[config.mk]
export PLATFORM = sky130hd
export DESIGN_NAME = serial_pattern_tx_flat
export DESIGN_NICKNAME = d
export VERILOG_FILES = /design/src/rtl/serial_link_pkg.sv /design/src/rtl/serial_pattern_tx_if.sv /design/src/rtl/serial_pattern_tx_piso_shift_reg.sv /design/src/rtl/serial_pattern_tx.sv /design/src/flat_wrapper.sv
export SDC_FILE = /design/constraint.sdc
export NUM_CORES = 1
export LEC_CHECK = 0
export ABC_AREA = 0
export ABC_CLOCK_PERIOD_IN_PS = 3800
export BUFFER_PORTS_ARGS = -buffer_cell sky130_fd_sc_hd__buf_2
export CORE_AREA = 2 2 57 59
export CTS_CLUSTER_SIZE = 24
export DETAILED_ROUTE_END_ITERATION = 6
export DIE_AREA = 0 0 59 61
export GPL_TIMING_DRIVEN = 0
export PLACE_DENSITY = 0.54
export REMOVE_ABC_BUFFERS = 1
export SYNTH_ARGS = -nofsm -noshare
export SYNTH_HDL_FRONTEND = slang
export SYNTH_SLANG_ARGS = --single-unit
[constraint.sdc]
create_clock -name clock -period 3.8 [get_ports clock]
set_input_delay 0.19 -clock clock [delete_from_list [all_inputs] [get_ports clock]]
set_output_delay 0.19 -clock clock [all_outputs]
set_load 0.05 [all_outputs]
[src/rtl/serial_link_pkg.sv]
// Shared definitions for the single-bit sync-pattern serial links.
// Contents:
//   link_state_t          frame state type, shared by transmitter and receiver
//   SYNC_W_DEFAULT        default sync pattern width
//   SYNC_PATTERN_DEFAULT  default sync pattern (sent MSB first)
//   max3                  elaboration-time helper for sizing counters
package serial_link_pkg;

    typedef enum logic [1:0] {
        IDLE = 2'd0,
        SYNC = 2'd1,
        DATA = 2'd2,
        GAP  = 2'd3
    } link_state_t;

    localparam int                        SYNC_W_DEFAULT       = 5;
    localparam logic [SYNC_W_DEFAULT-1:0] SYNC_PATTERN_DEFAULT = 5'b11101;

    function automatic int max3(input int a, input int b, input int c);
        int m;
        m = a;
        if (b > m) m = b;
        if (c > m) m = c;
        return m;
    endfunction

endpackage

[src/rtl/serial_pattern_tx_if.sv]
// Handshake and serial-line bundle between the local controller and the transmitter.
// Signals:
//   start      controller -> tx  request to send a frame
//   data_in    controller -> tx  payload, captured when the request is accepted
//   ready      tx -> controller  transmitter idle, start will be accepted
//   dataout    tx -> line        serial bit, 0 outside frame bits
//   bit_valid  tx -> line        dataout carries a sync or payload bit
//   busy       tx -> controller  frame in progress
//   done       tx -> controller  one-cycle pulse in the final gap cycle
// Modports: master = controller side, slave = transmitter side.
interface serial_pattern_tx_if #(
    parameter int DATA_W = 8
) ();

    logic              start;
    logic [DATA_W-1:0] data_in;
    logic              ready;
    logic              dataout;
    logic              bit_valid;
    logic              busy;
    logic              done;

    modport master (
        output start,
        output data_in,
        input  ready,
        input  dataout,
        input  bit_valid,
        input  busy,
        input  done
    );

    modport slave (
        input  start,
        input  data_in,
        output ready,
        output dataout,
        output bit_valid,
        output busy,
        output done
    );

endinterface

[src/rtl/serial_pattern_tx_piso_shift_reg.sv]
// Parallel-in, serial-out shift register, MSB first.
// Ports:
//   clock   rising-edge clock
//   load    capture par_in (takes priority over shift)
//   shift   move contents one place toward the MSB, filling with 0
//   par_in  parallel load value
//   msb     current most significant bit (the next serial bit)
// Holds payload data only, so it carries no reset; the owner always loads
// it before any bit is used.
module piso_shift_reg #(
    parameter int WIDTH = 8
) (
    input  logic             clock,
    input  logic             load,
    input  logic             shift,
    input  logic [WIDTH-1:0] par_in,
    output logic             msb
);

    logic [WIDTH-1:0] bits;

    always_ff @(posedge clock) begin
        if (load) begin
            bits <= par_in;
        end else if (shift) begin
            bits <= bits << 1;
        end
    end

    assign msb = bits[WIDTH-1];

endmodule

[src/rtl/serial_pattern_tx.sv]
// Serial frame transmitter: sync pattern, then DATA_W payload bits (both MSB
// first), then GAP_CYCLES idle cycles, with a start/ready/done handshake.
// Ports:
//   clock  rising-edge clock
//   reset  synchronous, active-high reset
//   bus    serial_pattern_tx_if slave: start, data_in in; ready, dataout,
//          bit_valid, busy, done out (all outputs registered)
// The payload is not bit-stuffed; the receiver frames by counting.
module serial_pattern_tx
    import serial_link_pkg::*;
#(
    parameter int                DATA_W       = 8,
    parameter int                SYNC_W       = SYNC_W_DEFAULT,
    parameter logic [SYNC_W-1:0] SYNC_PATTERN = SYNC_PATTERN_DEFAULT,
    parameter int                GAP_CYCLES   = 2
) (
    input logic               clock,
    input logic               reset,
    serial_pattern_tx_if.slave bus
);

    localparam int CNT_W = $clog2(max3(SYNC_W, DATA_W, GAP_CYCLES) + 1);

    localparam logic [CNT_W-1:0] SYNC_LAST = CNT_W'(SYNC_W - 1);
    localparam logic [CNT_W-1:0] DATA_LAST = CNT_W'(DATA_W - 1);
    localparam logic [CNT_W-1:0] GAP_LAST  = CNT_W'(GAP_CYCLES - 1);
    localparam logic [CNT_W-1:0] CNT_ONE   = CNT_W'(1);

    link_state_t      state;
    logic [CNT_W-1:0] cnt;        // index of the bit/cycle currently on the outputs
    logic             ready_r;
    logic             dataout_r;
    logic             bit_valid_r;
    logic             busy_r;
    logic             done_r;

    logic             payload_load;
    logic             payload_shift;
    logic             payload_msb;

    // Sync bit at position idx, counted from the MSB of the pattern.
    function automatic logic sync_bit(input logic [CNT_W-1:0] idx);
        logic [SYNC_W-1:0] shifted;
        shifted = SYNC_PATTERN << idx;
        return shifted[SYNC_W-1];
    endfunction

    // The payload MSB is put on the line at the SYNC->DATA edge, so the
    // register advances on that edge and on every DATA edge except the last.
    assign payload_load  = !reset && (state == IDLE) && bus.start;
    assign payload_shift = !reset &&
                           (((state == SYNC) && (cnt == SYNC_LAST)) ||
                            ((state == DATA) && (cnt != DATA_LAST)));

    piso_shift_reg #(
        .WIDTH (DATA_W)
    ) payload (
        .clock  (clock),
        .load   (payload_load),
        .shift  (payload_shift),
        .par_in (bus.data_in),
        .msb    (payload_msb)
    );

    // Outputs are computed from the next state so they line up with it.
    always_ff @(posedge clock) begin
        if (reset) begin
            state       <= IDLE;
            cnt         <= '0;
            ready_r     <= 1'b1;
            dataout_r   <= 1'b0;
            bit_valid_r <= 1'b0;
            busy_r      <= 1'b0;
            done_r      <= 1'b0;
        end else begin
            case (state)
                IDLE: begin
                    if (bus.start) begin
                        state       <= SYNC;
                        cnt         <= '0;
                        ready_r     <= 1'b0;
                        dataout_r   <= sync_bit('0);
                        bit_valid_r <= 1'b1;
                        busy_r      <= 1'b1;
                        done_r      <= 1'b0;
                    end
                end

                SYNC: begin
                    if (cnt == SYNC_LAST) begin
                        state     <= DATA;
                        cnt       <= '0;
                        dataout_r <= payload_msb;
                    end else begin
                        cnt       <= cnt + CNT_ONE;
                        dataout_r <= sync_bit(cnt + CNT_ONE);
                    end
                end

                DATA: begin
                    if (cnt == DATA_LAST) begin
                        state       <= GAP;
                        cnt         <= '0;
                        dataout_r   <= 1'b0;
                        bit_valid_r <= 1'b0;
                        done_r      <= (GAP_LAST == '0);
                    end else begin
                        cnt       <= cnt + CNT_ONE;
                        dataout_r <= payload_msb;
                    end
                end

                GAP: begin
                    if (cnt == GAP_LAST) begin
                        state   <= IDLE;
                        cnt     <= '0;
                        ready_r <= 1'b1;
                        busy_r  <= 1'b0;
                        done_r  <= 1'b0;
                    end else begin
                        cnt    <= cnt + CNT_ONE;
                        done_r <= ((cnt + CNT_ONE) == GAP_LAST);
                    end
                end

                default: begin
                    state       <= IDLE;
                    cnt         <= '0;
                    ready_r     <= 1'b1;
                    dataout_r   <= 1'b0;
                    bit_valid_r <= 1'b0;
                    busy_r      <= 1'b0;
                    done_r      <= 1'b0;
                end
            endcase
        end
    end

    assign bus.ready     = ready_r;
    assign bus.dataout   = dataout_r;
    assign bus.bit_valid = bit_valid_r;
    assign bus.busy      = busy_r;
    assign bus.done      = done_r;

endmodule

[src/flat_wrapper.sv]
// flat-port wrapper written by rule: the top's interface ports become plain ports
module serial_pattern_tx_flat import serial_link_pkg::*;
#(
    parameter int                DATA_W       = 8,
    parameter int                SYNC_W       = SYNC_W_DEFAULT,
    parameter logic [SYNC_W-1:0] SYNC_PATTERN = SYNC_PATTERN_DEFAULT,
    parameter int                GAP_CYCLES   = 2
)
  (clock, reset, bus_start, bus_data_in, bus_ready, bus_dataout, bus_bit_valid, bus_busy, bus_done);
  serial_pattern_tx_if #(.DATA_W(DATA_W)) bus_i ();
  input logic clock;
  input logic reset;
  input wire logic [$bits(bus_i.start)-1:0] bus_start;
  input wire logic [$bits(bus_i.data_in)-1:0] bus_data_in;
  output wire logic [$bits(bus_i.ready)-1:0] bus_ready;
  output wire logic [$bits(bus_i.dataout)-1:0] bus_dataout;
  output wire logic [$bits(bus_i.bit_valid)-1:0] bus_bit_valid;
  output wire logic [$bits(bus_i.busy)-1:0] bus_busy;
  output wire logic [$bits(bus_i.done)-1:0] bus_done;
  assign bus_i.start = bus_start;
  assign bus_i.data_in = bus_data_in;
  assign bus_ready = bus_i.ready;
  assign bus_dataout = bus_i.dataout;
  assign bus_bit_valid = bus_i.bit_valid;
  assign bus_busy = bus_i.busy;
  assign bus_done = bus_i.done;
  serial_pattern_tx #(.DATA_W(DATA_W), .SYNC_W(SYNC_W), .SYNC_PATTERN(SYNC_PATTERN), .GAP_CYCLES(GAP_CYCLES)) u_core (.clock(clock), .reset(reset), .bus(bus_i));
endmodule
-- Yosys cells after proc, flatten, opt, wreduce, memory -nomap -nowiden
Cells that the tools add are included.
- bits in registers: 19
- logic and storage cells: 65
- mux-type cells: 25
- reduce and logical (&&, ||, !) cells: 18
- $add $sub $neg: 1
- shift operators: 1
- equal/unequal tests: 12
- operators with widths (kind ; number):
    4-bit 2-to-1 mux ; 4
    8-bit 2-to-1 mux ; 2
    4-bit one-hot mux with 4 select lines ; 1
    3-bit AND reduction ; 3
    4-bit by 1-bit == test with 1-bit output (second input constant) ; 2
    4-bit by 3-bit == test with 1-bit output (second input constant) ; 2
    1-bit 2-to-1 mux ; 8
    2-bit 2-to-1 mux ; 4
    2-bit one-hot mux with 4 select lines ; 1
    2-bit != test (second input constant) ; 3
    1-bit one-hot mux with 2 select lines ; 3
    1-bit one-hot mux with 3 select lines ; 2
    2-bit nonzero test ; 3
    3-bit nonzero test ; 2
    1-bit logical AND ; 5
    5-bit by 4-bit left shift with 5-bit output (first input constant) ; 1
    4-bit by 1-bit adder with 4-bit output (second input constant) ; 1
    2-bit == test (second input constant) ; 2
    4-bit by 3-bit != test with 1-bit output (second input constant) ; 1
    4-bit AND reduction ; 1
    2-bit by 1-bit == test with 1-bit output (second input constant) ; 1
    2-bit logical NOT ; 1
    2-bit by 1-bit != test with 1-bit output (second input constant) ; 1
    2-bit AND reduction ; 1
    2 further kinds ; 2

-- Logic depth before layout (Yosys ltp)
- depth after elaboration: 6
- gate-level depth with buffers: 6
- mapped depth without buffers: 6

-- Hierarchy
Synthesis repeated with hierarchy kept, for this count alone.
- cells, all modules: 109
- area total of the unflattened synthesis: 1137.3 µm²
- modules (own cells, without submodules) (module ; sequential area each (µm²) ; cells each ; times used ; area an instance (µm²)):
    serial_pattern_tx ; 220.2 ; 91 ; 1 ; 767.0
    piso_shift_reg ; 240.2 ; 18 ; 1 ; 370.4

-- Worst setup path before layout
Ideal clock, no wire load.
- path kind: register to register
- start point: register u_core.state[0]
- end point: register u_core.payload.bits[0], enable pin
- cell stages (with the launch flop): 7
- library setup time: 0.375 ns
- arrival: 1.430 ns
- data required time: 3.425 ns
- path buffers: 0
- path slack: 1.995 ns
- path through: dfxtp_1 > inv_1 > ha_1 > inv_1 > a21oi_2 > a31oi_1 > a21oi_1
- word-level cells in the longest chain between the ends: 5
- elaborated cells on any way between the ends: 10
- those cells by class: eq/ne (2); reduce/logical (8)
- RTL lines (what ; RTL line ; text):
    start: declaration ; serial_pattern_tx.sv:29 ; link_state_t state;
    start signal: assignment ; serial_pattern_tx.sv:68 ; state <= IDLE;
    start signal: assignment ; serial_pattern_tx.sv:79 ; state <= SYNC;
    start signal: assignment ; serial_pattern_tx.sv:91 ; state <= DATA;
    2-bit by 1-bit == test with 1-bit output or 2-bit == test (tied branches) ; serial_pattern_tx.sv:52, serial_pattern_tx.sv:53 ;
    1-bit logical AND (on tied branches) ; serial_pattern_tx.sv:52, serial_pattern_tx.sv:53 ;
    1-bit logical OR ; serial_pattern_tx.sv:52 ; (((state == SYNC) && (cnt == SYNC_LAST)) ||
    1-bit logical AND ; serial_pattern_tx.sv:51 ; assign payload_shift = !reset &&
    2-bit nonzero test (no line) (*) ; - ;
    end signal: assignment ; serial_pattern_tx_piso_shift_reg.sv:24 ; bits <= par_in;
    end signal: assignment ; serial_pattern_tx_piso_shift_reg.sv:26 ; bits <= bits << 1;
    end: declaration ; serial_pattern_tx_piso_shift_reg.sv:20 ; logic [WIDTH-1:0] bits;
Every way passes the cells marked *; elsewhere a longest branch is shown, timed or not.
A chain may end at the register's enable or synchronous reset.

-- Final worst setup path
- start point: register u_core.state[0]
- end point: register u_core.payload.bits[7], enable pin
The elaborated chain is that of the path after synthesis.

==> summary.txt <==
Global routing
  • GR Overflow Total: 0
  • Vias in the first global route: 894
  • Met3 usage: 1.92%
  • M2 GR Usage: 25.7%
  • Met1 GRT Util: 17.9%
  • First-pass GRT wire length: 3980 µm
  • Busiest grt layer: met2
  • Antenna violations before repair: 0
  • Largest net degree at the start of global routing: 12
  • GRT Util Overall: 14.7%

Route
  • Antenna Nets Post-Route: 0
  • Final wirelength: 2260 µm
  • DRC viols: 0
  • Number of vias in the routed layout: 886
  • DRT iter0 DRCs: 22
  • Router iterations before antenna repair: 4
  • Vias/cell: 5.50
  • Wirelength per Cell: 14.1 µm

Power
  • NetSw: 335 µW
  • Internal power: 452 µW
  • Clock Power Share: 13.7%
  • Worst vdd ir: 238 µV
  • Proportion of power drawn by flip-flops and latches: 38.3%
  • P_leak: 0.000462 µW
  • Net Sw Frac: 42.5%
  • PwrDens: 631 nW/µm²
  • Part of the power in combinational logic: 48.0%

Logic synthesis
  • Warnings, synthesis: 0
  • Post-Syn Area: 1130 µm²
  • Post-synth EDFFs: 8
  • Cells after synthesis: 112
  • Unique cell type count in the Yosys netlist: 36
  • Ys flop type: dfxtp_1
  • Sequential fraction of the synthesis area: 40.7%
  • Number of synthesized register bits: 19
  • Post-synth ARST share: 0%
  • Synth top area share: 21.2%
  • Most area-consuming cells after synthesis: edfxtp_1 21%, dfxtp_1 19%, ha_1 8.8%
  • Leading area contributor after synthesis: edfxtp_1
  • Commonest cells post-synth: 11 x dfxtp_1, 11 x inv_1, 10 x nand2_1
  • Post-synthesis area per instance: 10.1 µm²

Die
  • Die Wd: 59 µm
  • Die area: 3600 µm²
  • Area of the core: 2950 µm²
  • Ports: 16
  • Initial core utilization: 38.3%
  • Row count: 20
  • Die Y: 61 µm

Clock tree
  • Post-CTS setup buffers: 0
  • Clk slew on worst S/H paths: 0.12 ns
  • Worst-Skew Late Latency: 0.30 ns
  • Total clock sinks: 19
  • H-tree level count: 1
  • Root buffer cell: clkbuf_4
  • Deepest clock path buffer count: 2
  • CTS tree: built
  • Cts bufs inserted: 3
  • Post-CTS Hold Buffers: 0
  • CTS resizes: 0

Place
  • Placer Congestion: 0.803
  • Port buffer count: 15
  • Detailed placement HPWL: 1710 µm
  • Inst Count DP: 157

Cells and area
  • Nets: 148
  • Syn-to-layout area delta: 10.3%
  • Ratio of cells with drive above 1 in the final layout: 26.6%
  • Finished Layout Cells: 161
  • # diodes: 0

Hold path
  • Hold path depth: 3
  • Hold WC Path Type: in -> reg

STA
  • Rel. slew slack: 46.4%
  • Final worst-path cycle share: 58.0%
  • Fmax: 0.454 GHz
  • Setup violators final: 0
  • Fin Setup TNS: 0 ns
  • Worst Tran Pin Value: 0.804 ns
  • Final Skew: 0.00207 ns
  • Final hold viol count: 0
  • Slew Viols, Final: 0
  • RSZ-0062 raised after global routing: no
  • Clock period minus worst slack: 2.20 ns

Worst setup path
  • R2R cell count: 6
  • Max FO, Critical Path: 8
  • Endpoint class of the critical path: register
  • Arrival time at the worst endpoint: 2.15 ns
  • Critical setup path kind: reg -> reg
  • Critical Path RT: 3.75 ns
  • CP Launch Type: register

Job
  • Max Cap Viol: 0

Run status
  • Outcome: complete, no violations
## routing by layer
metal  vias to the layer above  share of wire, %
li1                        439                 -
met4                         0               1.4
met2                        25                49
met5                         -                 0
met1                       418                44
met3                         4               4.7
## power by group through the flow
stage	Sequential [µW]	Clock, µW	Combinational [µW]
after floorplan	358	0	240
after global placement	305	0	377
after detailed placement	307	0	379
after CTS	303	112	381
after global routing	309	123	419
final	302	108	378
## state kept, by name, summed over array words and instances, names as in the netlist
| register | count |
|---|---|
| u_core.cnt | 4 |
| u_core.bus.ready | 1 |
| u_core.bus.dataout | 1 |
| u_core.bus.bit_valid | 1 |
| u_core.state | 2 |
| u_core.bus.busy | 1 |
| u_core.payload.bits | 8 |
| u_core.bus.done | 1 |
## worst max-delay path, cell delays in order, from the launching register on
cell and delay (ns):
dfxtp_1 0.35, inv_1 0.13, ha_1 0.28, inv_1 0.09, a21oi_2 0.26, a31oi_1 0.07
a21oi_1 0.67
## placed cells by master (no fill, tap or decap), drive strengths merged
| cell | netlist | routed |
|---|---|---|
| a2111oi | 1 | 1 |
| a211oi | 3 | 3 |
| a21o | 1 | 1 |
| a21oi | 4 | 4 |
| a311o | 1 | 1 |
| a311oi | 1 | 1 |
| a31oi | 1 | 1 |
| a32o | 1 | 1 |
| and4bb | 1 | 1 |
| buf | 3 | 15 |
| clkbuf | 0 | 3 |
| clkinv | 0 | 1 |
| dfxtp | 11 | 11 |
| edfxtp | 8 | 8 |
| ha | 8 | 8 |
| inv | 11 | 11 |
| mux2 | 7 | 7 |
| nand2 | 10 | 10 |
| nand2b | 4 | 4 |
| nand3 | 4 | 4 |
| nand3b | 1 | 1 |
| nor2 | 6 | 6 |
| nor2b | 4 | 4 |
| nor3 | 2 | 2 |
| nor4 | 1 | 1 |
| nor4b | 1 | 1 |
| o211ai | 2 | 2 |
| o21ai | 8 | 8 |
| o221ai | 1 | 1 |
| o311ai | 2 | 2 |
| o31ai | 2 | 2 |
| or3 | 1 | 1 |
| xor2 | 1 | 1 |
## logic make-up after synthesis
family	count (synthesis)	share of synthesized area, %
and+or+nand+nor	35	18.5
adders and majority gates	8	8.84
DFF	19	40.7
AOI/OAI and AO/OA	28	18.2
buffers and inverters	14	6.08
muxes	7	6.96
xor gates and xnor gates	1	0.774
## through the flow
stage          cell area, µm²  power (µW)  utilization [%]  worst slack, ns  hold WS, ns
2_1_floorplan            1100         599                -             1.99        0.255
3_3_place_gp             1220         682             41.4             1.62        0.439
3_5_place_dp             1220         686             41.4             1.57        0.457
4_1_cts                  1250         795             42.3             1.56        0.171
5_1_grt                  1250         851             42.3             1.35        0.163
6_report                 1250         787             42.3             1.60        0.173
## cell type report
type | instances | area (µm²)
Fill cell | 315 | 1700
Clock buffer | 3 | 22.5
Tap cell | 33 | 41.3
Clock inverter | 1 | 5.00
Multi-Input combinational cell | 79 | 603
Inverter | 11 | 41.3
Sequential cell | 19 | 460
Timing Repair Buffer | 15 | 75.1
## path summary, 6_finish.rpt
check / start / endpoint / slack, ns
setup / recovery: u_core.state[0]$_SDFFE_PP0P_ / u_core.payload.bits[7]$_DFFE_PP_ / 1.60
setup reg to reg: u_core.state[0]$_SDFFE_PP0P_ / u_core.payload.bits[7]$_DFFE_PP_ / 1.60
hold / removal: bus_data_in[0] / u_core.payload.bits[0]$_SDFFCE_PN0P_ / 0.17
hold reg to reg: u_core.bus.busy$_SDFFE_PP0P_ / u_core.bus.busy$_SDFFE_PP0P_ / 0.47
(Power assumes the default switching activity.)
